### src/rtl/load_store_unit.sv
// MEM-stage load/store unit for an RV32I pipeline: converts LB/LH/LW/LBU/LHU/SB/SH/SW
// into aligned word accesses, splitting boundary-crossing accesses into two beats.
module load_store_unit #(
    parameter int unsigned ADDR_W = 32,
    parameter int unsigned XLEN   = 32
) (
    input  logic              clk,
    input  logic              rst,
    input  logic              req_valid,
    output logic              req_ready,
    input  logic              req_load,
    input  logic              req_store,
    input  logic [2:0]        req_funct3,
    input  logic [ADDR_W-1:0] req_addr,
    input  logic [XLEN-1:0]   req_wdata,
    output logic              done,
    output logic              err,
    output logic [XLEN-1:0]   load_data,
    output logic [ADDR_W-1:0] mem_addr,
    output logic [XLEN-1:0]   mem_wdata,
    output logic [3:0]        mem_we,
    input  logic [XLEN-1:0]   mem_rdata
);

    localparam int unsigned SH_W = 5;

    typedef enum logic {
        IDLE,
        SPLIT
    } state_t;

    state_t            state_q, state_d;
    logic [ADDR_W-1:0] lat_addr;
    logic [2:0]        lat_f3;
    logic              lat_load;
    logic [XLEN-1:0]   lat_wdata;
    logic [XLEN-1:0]   hold_q, hold_d;

    logic              accept;
    logic              legal;
    logic              crossing;
    logic              latch_en;
    logic              done_d, err_d, ld_en;
    logic [XLEN-1:0]   ld_d;
    logic [1:0]        req_off, lat_off;
    logic [2:0]        rem;
    logic [SH_W-1:0]   sh0, sh1;
    logic [3:0]        we0, we1;

    function automatic logic [3:0] byte_mask(input logic [1:0] sz);
        case (sz)
            2'b00:   byte_mask = 4'b0001;
            2'b01:   byte_mask = 4'b0011;
            default: byte_mask = 4'b1111;
        endcase
    endfunction

    function automatic logic [2:0] byte_size(input logic [1:0] sz);
        case (sz)
            2'b00:   byte_size = 3'd1;
            2'b01:   byte_size = 3'd2;
            default: byte_size = 3'd4;
        endcase
    endfunction

    function automatic logic is_legal(input logic ld, input logic st, input logic [2:0] f3);
        if (ld && !st)
            is_legal = (f3 == 3'b000) || (f3 == 3'b001) || (f3 == 3'b010) ||
                       (f3 == 3'b100) || (f3 == 3'b101);
        else if (st && !ld)
            is_legal = (f3 == 3'b000) || (f3 == 3'b001) || (f3 == 3'b010);
        else
            is_legal = 1'b0;
    endfunction

    function automatic logic [XLEN-1:0] extend(input logic [2:0] f3, input logic [XLEN-1:0] d);
        case (f3)
            3'b000:  extend = {{(XLEN-8){d[7]}}, d[7:0]};
            3'b001:  extend = {{(XLEN-16){d[15]}}, d[15:0]};
            3'b100:  extend = {{(XLEN-8){1'b0}}, d[7:0]};
            3'b101:  extend = {{(XLEN-16){1'b0}}, d[15:0]};
            default: extend = d;
        endcase
    endfunction

    // Lane arithmetic: beat 0 shifts up by the offset, beat 1 shifts down by the remainder
    assign req_off  = req_addr[1:0];
    assign lat_off  = lat_addr[1:0];
    assign rem      = 3'd4 - {1'b0, lat_off};
    assign sh0      = {req_off, 3'b000};
    assign sh1      = {rem[1:0], 3'b000};
    assign we0      = 4'({4'b0000, byte_mask(req_funct3[1:0])} << req_off);
    assign we1      = byte_mask(lat_f3[1:0]) >> rem;

    assign req_ready = (state_q == IDLE) && !rst;
    assign accept    = req_valid && req_ready;
    assign legal     = is_legal(req_load, req_store, req_funct3);
    assign crossing  = ({1'b0, req_off} + byte_size(req_funct3[1:0])) > 3'd4;

    always_ff @(posedge clk or posedge rst) begin
        if (rst) begin
            state_q   <= IDLE;
            done      <= 1'b0;
            err       <= 1'b0;
            load_data <= '0;
            lat_addr  <= '0;
            lat_f3    <= '0;
            lat_load  <= 1'b0;
            lat_wdata <= '0;
            hold_q    <= '0;
        end else begin
            state_q <= state_d;
            done    <= done_d;
            err     <= err_d;
            hold_q  <= hold_d;
            if (ld_en)
                load_data <= ld_d;
            if (latch_en) begin
                lat_addr  <= req_addr;
                lat_f3    <= req_funct3;
                lat_load  <= req_load;
                lat_wdata <= req_wdata;
            end
        end
    end

    // Next state, beat drive and completion decode
    always_comb begin
        state_d   = state_q;
        done_d    = 1'b0;
        err_d     = 1'b0;
        ld_en     = 1'b0;
        ld_d      = load_data;
        latch_en  = 1'b0;
        hold_d    = hold_q;
        mem_addr  = {req_addr[ADDR_W-1:2], 2'b00};
        mem_wdata = req_wdata << sh0;
        mem_we    = 4'b0000;

        case (state_q)
            IDLE: begin
                if (accept) begin
                    if (!legal) begin
                        done_d = 1'b1;
                        err_d  = 1'b1;
                    end else if (crossing) begin
                        state_d  = SPLIT;
                        latch_en = 1'b1;
                        if (req_store)
                            mem_we = we0;
                        else
                            hold_d = mem_rdata >> sh0;
                    end else begin
                        done_d = 1'b1;
                        if (req_store) begin
                            mem_we = we0;
                        end else begin
                            ld_en = 1'b1;
                            ld_d  = extend(req_funct3, mem_rdata >> sh0);
                        end
                    end
                end
            end
            SPLIT: begin
                state_d   = IDLE;
                done_d    = 1'b1;
                mem_addr  = {lat_addr[ADDR_W-1:2], 2'b00} + ADDR_W'(4);
                mem_wdata = lat_wdata >> sh1;
                if (lat_load) begin
                    ld_en = 1'b1;
                    ld_d  = extend(lat_f3, hold_q | (mem_rdata << sh1));
                end else begin
                    mem_we = we1;
                end
            end
            default: state_d = IDLE;
        endcase
    end

endmodule

### config.mk
export PLATFORM = sky130hd
export DESIGN_NAME = load_store_unit
export DESIGN_NICKNAME = d
export VERILOG_FILES = /design/src/rtl/load_store_unit.sv
export SDC_FILE = /design/constraint.sdc
export NUM_CORES = 1
export LEC_CHECK = 0
export ABC_AREA = 1
export CORE_ASPECT_RATIO = 1.4
export CORE_MARGIN = 3
export CORE_UTILIZATION = 34
export DETAILED_ROUTE_END_ITERATION = 10
export SLEW_MARGIN = 25
export SYNTH_ARGS = -nofsm -noshare
export SYNTH_HDL_FRONTEND = slang
export SYNTH_SLANG_ARGS = --single-unit
### constraint.sdc
create_clock -name clk -period 4.1 [get_ports clk]
set_input_delay 0.82 -clock clk [delete_from_list [all_inputs] [get_ports clk]]
set_output_delay 0.82 -clock clk [all_outputs]
set_load 0.005 [all_outputs]
Yosys cells after proc, flatten, opt, wreduce, memory -nomap -nowiden
Cells that the tools add are included.
- add/subtract/negate cells: 3
- $lt $le $gt $ge: 1
- equality and inequality tests: 14
- shift-type cells: 6
- mux-type cells: 38
- bitwise operators: 3
- reductions and logical operators: 17
- operators by type and width (kind ; number):
    32-bit one-hot mux with 4 select lines ; 2
    32-bit two-way mux ; 7
    32-bit one-hot mux with 2 select lines ; 1
    32-bit by 5-bit left shift with 32-bit output ; 2
    32-bit by 5-bit right shift with 32-bit output ; 2
    32-bit by 3-bit adder with 32-bit output (second input constant) ; 1
    32-bit bitwise OR ; 1
    4-bit one-hot mux with 2 select lines ; 3
    1-bit two-way mux ; 17
    4-bit two-way mux ; 4
    3-bit equality test (second input constant) ; 4
    2-bit inequality test (second input constant) ; 4
    3-bit by 1-bit equality test with 1-bit output (second input constant) ; 2
    3-bit logical NOT ; 2
    1-bit one-hot mux with 2 select lines ; 3
    3-bit one-hot mux with 2 select lines ; 1
    6-bit AND reduction ; 1
    5-bit AND reduction ; 1
    2-bit by 1-bit equality test with 1-bit output (second input constant) ; 2
    1-bit logical AND ; 4
    2-bit logical NOT ; 2
    1-bit logical OR ; 4
    4-bit by 2-bit left shift with 4-bit output ; 1
    4-bit by 3-bit right shift with 4-bit output ; 1
    other kinds (7) ; 10
- register bits after elaboration: 135
- bits of input ports: 104
- output and inout port bits: 103
- logic and storage cells: 91

Depth between registers and ports, before layout
- word-level depth: 10
- gate-level depth with buffers: 15
- depth with buffers taken out: 13

Worst setup path after synthesis
No wires, ideal clock.
- kind: reg2out
- start: register lat_addr[0]
- end: output mem_we[3]
- data arrival time: 2.221 ns
- path slack: 1.059 ns
- stages on the path, launching flop included: 12
- path buffers: 6
- cells stage by stage: dfrtp_1 > inv_1 > buf_2 > buf_2 > buf_2 > ha_1 > buf_2 > buf_2 > buf_2 > nor4_1 > nand2_1 > o32ai_1
- cells in the longest elaborated chain, start to end: 4
- RTL lines (element ; RTL line ; RTL):
    start: declaration ; 33 ; logic [ADDR_W-1:0] lat_addr;
    start signal: assignment ; 119 ; lat_addr <= req_addr;
    3-bit by 2-bit subtractor with 3-bit output ; 89 ; assign rem = 3'd4 - {1'b0, lat_off};
    4-bit by 3-bit right shift with 4-bit output ; 93 ; assign we1 = byte_mask(lat_f3[1:0]) >> rem;
    4-bit two-way mux ; 169 ; if (lat_load) begin
    4-bit one-hot mux with 2 select lines ; 140 ; case (state_q)
    end: declaration ; 21 ; output logic [3:0] mem_we,
No other way between the ends.

Final worst setup path
- start: register lat_addr[0]
- end: output mem_wdata[9]
- cells in the longest elaborated chain, start to end: 3
- RTL lines (element ; RTL line ; RTL):
    3-bit by 2-bit subtractor with 3-bit output ; 89 ;
    32-bit by 5-bit right shift with 32-bit output ; 168 ; mem_wdata = lat_wdata >> sh1;
    32-bit two-way mux ; 140 ;
    end: declaration ; 20 ; output logic [XLEN-1:0] mem_wdata,
No other way between the ends.

==> flow_summary.toml <==
[drt]
wl_met2_um = 17900
highest_layer = "met4"
ant_nets = 0
wire_per_inst_um = 17.7
routed-wl-met3_um = 2110
wirelength_um = 36600
wl_met1_um = 14900
drt_iter0_drc = 859
vias = 10773
detail_route.vias_per_cell = 5.21
drc = 0
first_pass_iters = 5

[global_route]
grt_pass1_vias = 10552
grt_pass1_wl_um = 58100
grt_start_max_net_pins = 78
track_usage = 0.240
overflow = 0
antenna_found_initial = 0

[worst_setup_path]
path_class = "reg -> out"
startpoint_type = "flip-flop"
crit_required_ps = 3280
arrival_ps = 2960
endpoint_kind = "output pin"
path_max_fanout = 17

[clocking]
clock_latency_ps = 420
numCtsBuffers = 17
post-cts-setup-buffers = 0
root_buffer = "clkbuf_16"
hold_buffers = 0
ctsLongestPathBuffers = 2
clk_pin_slew_ps = 60
cts_tree = "yes"
cts_max_level = 4
cts_sinks = 135
postCtsResizedCells = 0

[synthesis]
synth_seq_cells = 135
ys_seq_area_frac = 0.350
yosys_warnings = 0
synth_area_um2 = 9640
syn_area_per_cell_um2 = 6.31
synth_cell_types = 38
synthCells = 1527

[status]
status = "completed"

[sta]
fin_crit_ps = 3780
setup_viol = 0
slew_headroom = 0.403
hold_viol = 0
rsz0062_at_grt = "no"
worstMarginPinSlew_ps = 896
period_share = 0.921
tns_ps = 0
setup_ws_ps = 325
clock_skew_ps = 12.5
max_freq_mhz = 265
slew_violations = 0

[layout]
nets = 1795
final_common_cell = "nand2_1"
final_layout_size_suffix_gt1_frac = 0.0547
layout_common_cells = "nand2_1 (587), clkdlybuf4s50_1 (203), nand3_1 (182), o21ai_0 (146), dfrtp_1 (134)"
area_delta_synth_final_pct = 30.3
antenna_cells = 0

[power]
peakVddDrop_uv = 269
power.leakage_nw = 5.99
power_mw = 5.91
p_per_area_nw_per_um2 = 470

[floorplan]
die_w_um = 148
coreArea_um2 = 27700
start_util = 0.347
dieArea_um2 = 30400
io-pin-count = 207
fp.dieH_um = 205
rows = 72

[flow_run]
max_cap_violations = 0

[placement]
io_buffers = 204
dpl.hpwl_um = 25800
dpl_worst_slack_ps = 458
gp_congestion = 0.913

[min_path]
hold_path.class = "reg -> reg"
flip-flops by register name, summed over array words and instances (netlist names):
signal and cells:
hold_q 32, lat_wdata 32, done 1, lat_load 1, lat_f3 3, load_data 32, lat_addr 32, err 1
state_q 1
cell usage after synthesis (all sizes together):
cell,number,area [µm²]
buf,61,363
dfrtp,135,3380
xor2,9,78.8
a22oi,7,52.6
clkbuf,38,144
conb,1,3.75
a21o,1,7.51
a21oi,22,118
o21a,1,7.51
clkinv,2,7.51
nand3,186,951
nor2,111,424
fa,1,20.0
o221ai,16,140
a32oi,1,8.76
nor3,6,30.0
inv,125,472
o32ai,1,8.76
o21ai,173,900
ha,4,50.1
nand4,20,131
nand2,589,2220
nor4,1,6.26
xnor2,3,26.3
o211ai,13,97.6
power by group:
part	switching, mW	internal (mW)
combinational	1.32	0.865
clock	0.617	1.10
sequential	0.285	1.72
final cells by class:
| cell class | instances | area, µm² |
|---|---|---|
| Sequential cell | 135 | 3380 |
| Multi-Input combinational cell | 1167 | 5290 |
| Tap cell | 370 | 463 |
| Clock inverter | 12 | 200 |
| Timing Repair Buffer | 238 | 2300 |
| Clock buffer | 20 | 447 |
| Fill cell | 2977 | 15200 |
| Inverter | 127 | 483 |
layer usage:
layer | global-route usage | vias to the layer above
li1 | - | 5240
met2 | 0.410 | 399
met3 | 0.0311 | 80
met1 | 0.302 | 5054
met4 | 0.109 | 0
met5 | 0 | -
critical path, cell delays in order, from the launching register on:
cell and delay [ps]:
dfrtp_2 370, inv_2 40, ha_1 300, nor2_1 170
clkinv_1 540, a21oi_1 290, o21ai_0 170, o221ai_1 130
clkdlybuf4s50_1 540
final timing paths:
check / start / to / slack, ps / depth (start not counted)
worst min register to register: hold_q[11] / hold_q[11] / 470 / 2
worst min-delay path: hold_q[11] / hold_q[11] / 470 / 2
max in group asynchronous: rst / lat_f3[1] / 2210 / 3
worst max-delay path: lat_addr[0] / mem_wdata[9] / 320 / 8
worst max register to register: lat_addr[0] / load_data[30] / 870 / 12
min in group asynchronous: rst / lat_wdata[25] / 960 / 2
per-stage QoR:
step | cells | hold WS [ps] | util | instance area, µm²
after global placement | 2037 | 449 | 0.429 | 11900
after detailed placement | 2037 | 453 | 0.429 | 11900
final | 2069 | 467 | 0.453 | 12600
after CTS | 2069 | 468 | 0.453 | 12600
after floorplan | 1528 | 437 | - | 9650
after global routing | 2069 | 485 | 0.453 | 12600
kinds of logic (layout without fill, tap and decap cells):
| logic type | after synthesis | in the layout | share of synthesized area |
|---|---|---|---|
| compound gates | 235 | 235 | 0.139 |
| xor+xnor | 12 | 12 | 0.0109 |
| simple gates | 913 | 913 | 0.390 |
| buf+inv | 226 | 397 | 0.102 |
| other cells | 1 | 2 | 0.000389 |
| flops | 135 | 135 | 0.350 |
| fa+ha+maj | 5 | 5 | 0.00727 |
No activity file was read; power rests on OpenSTA's default activity.
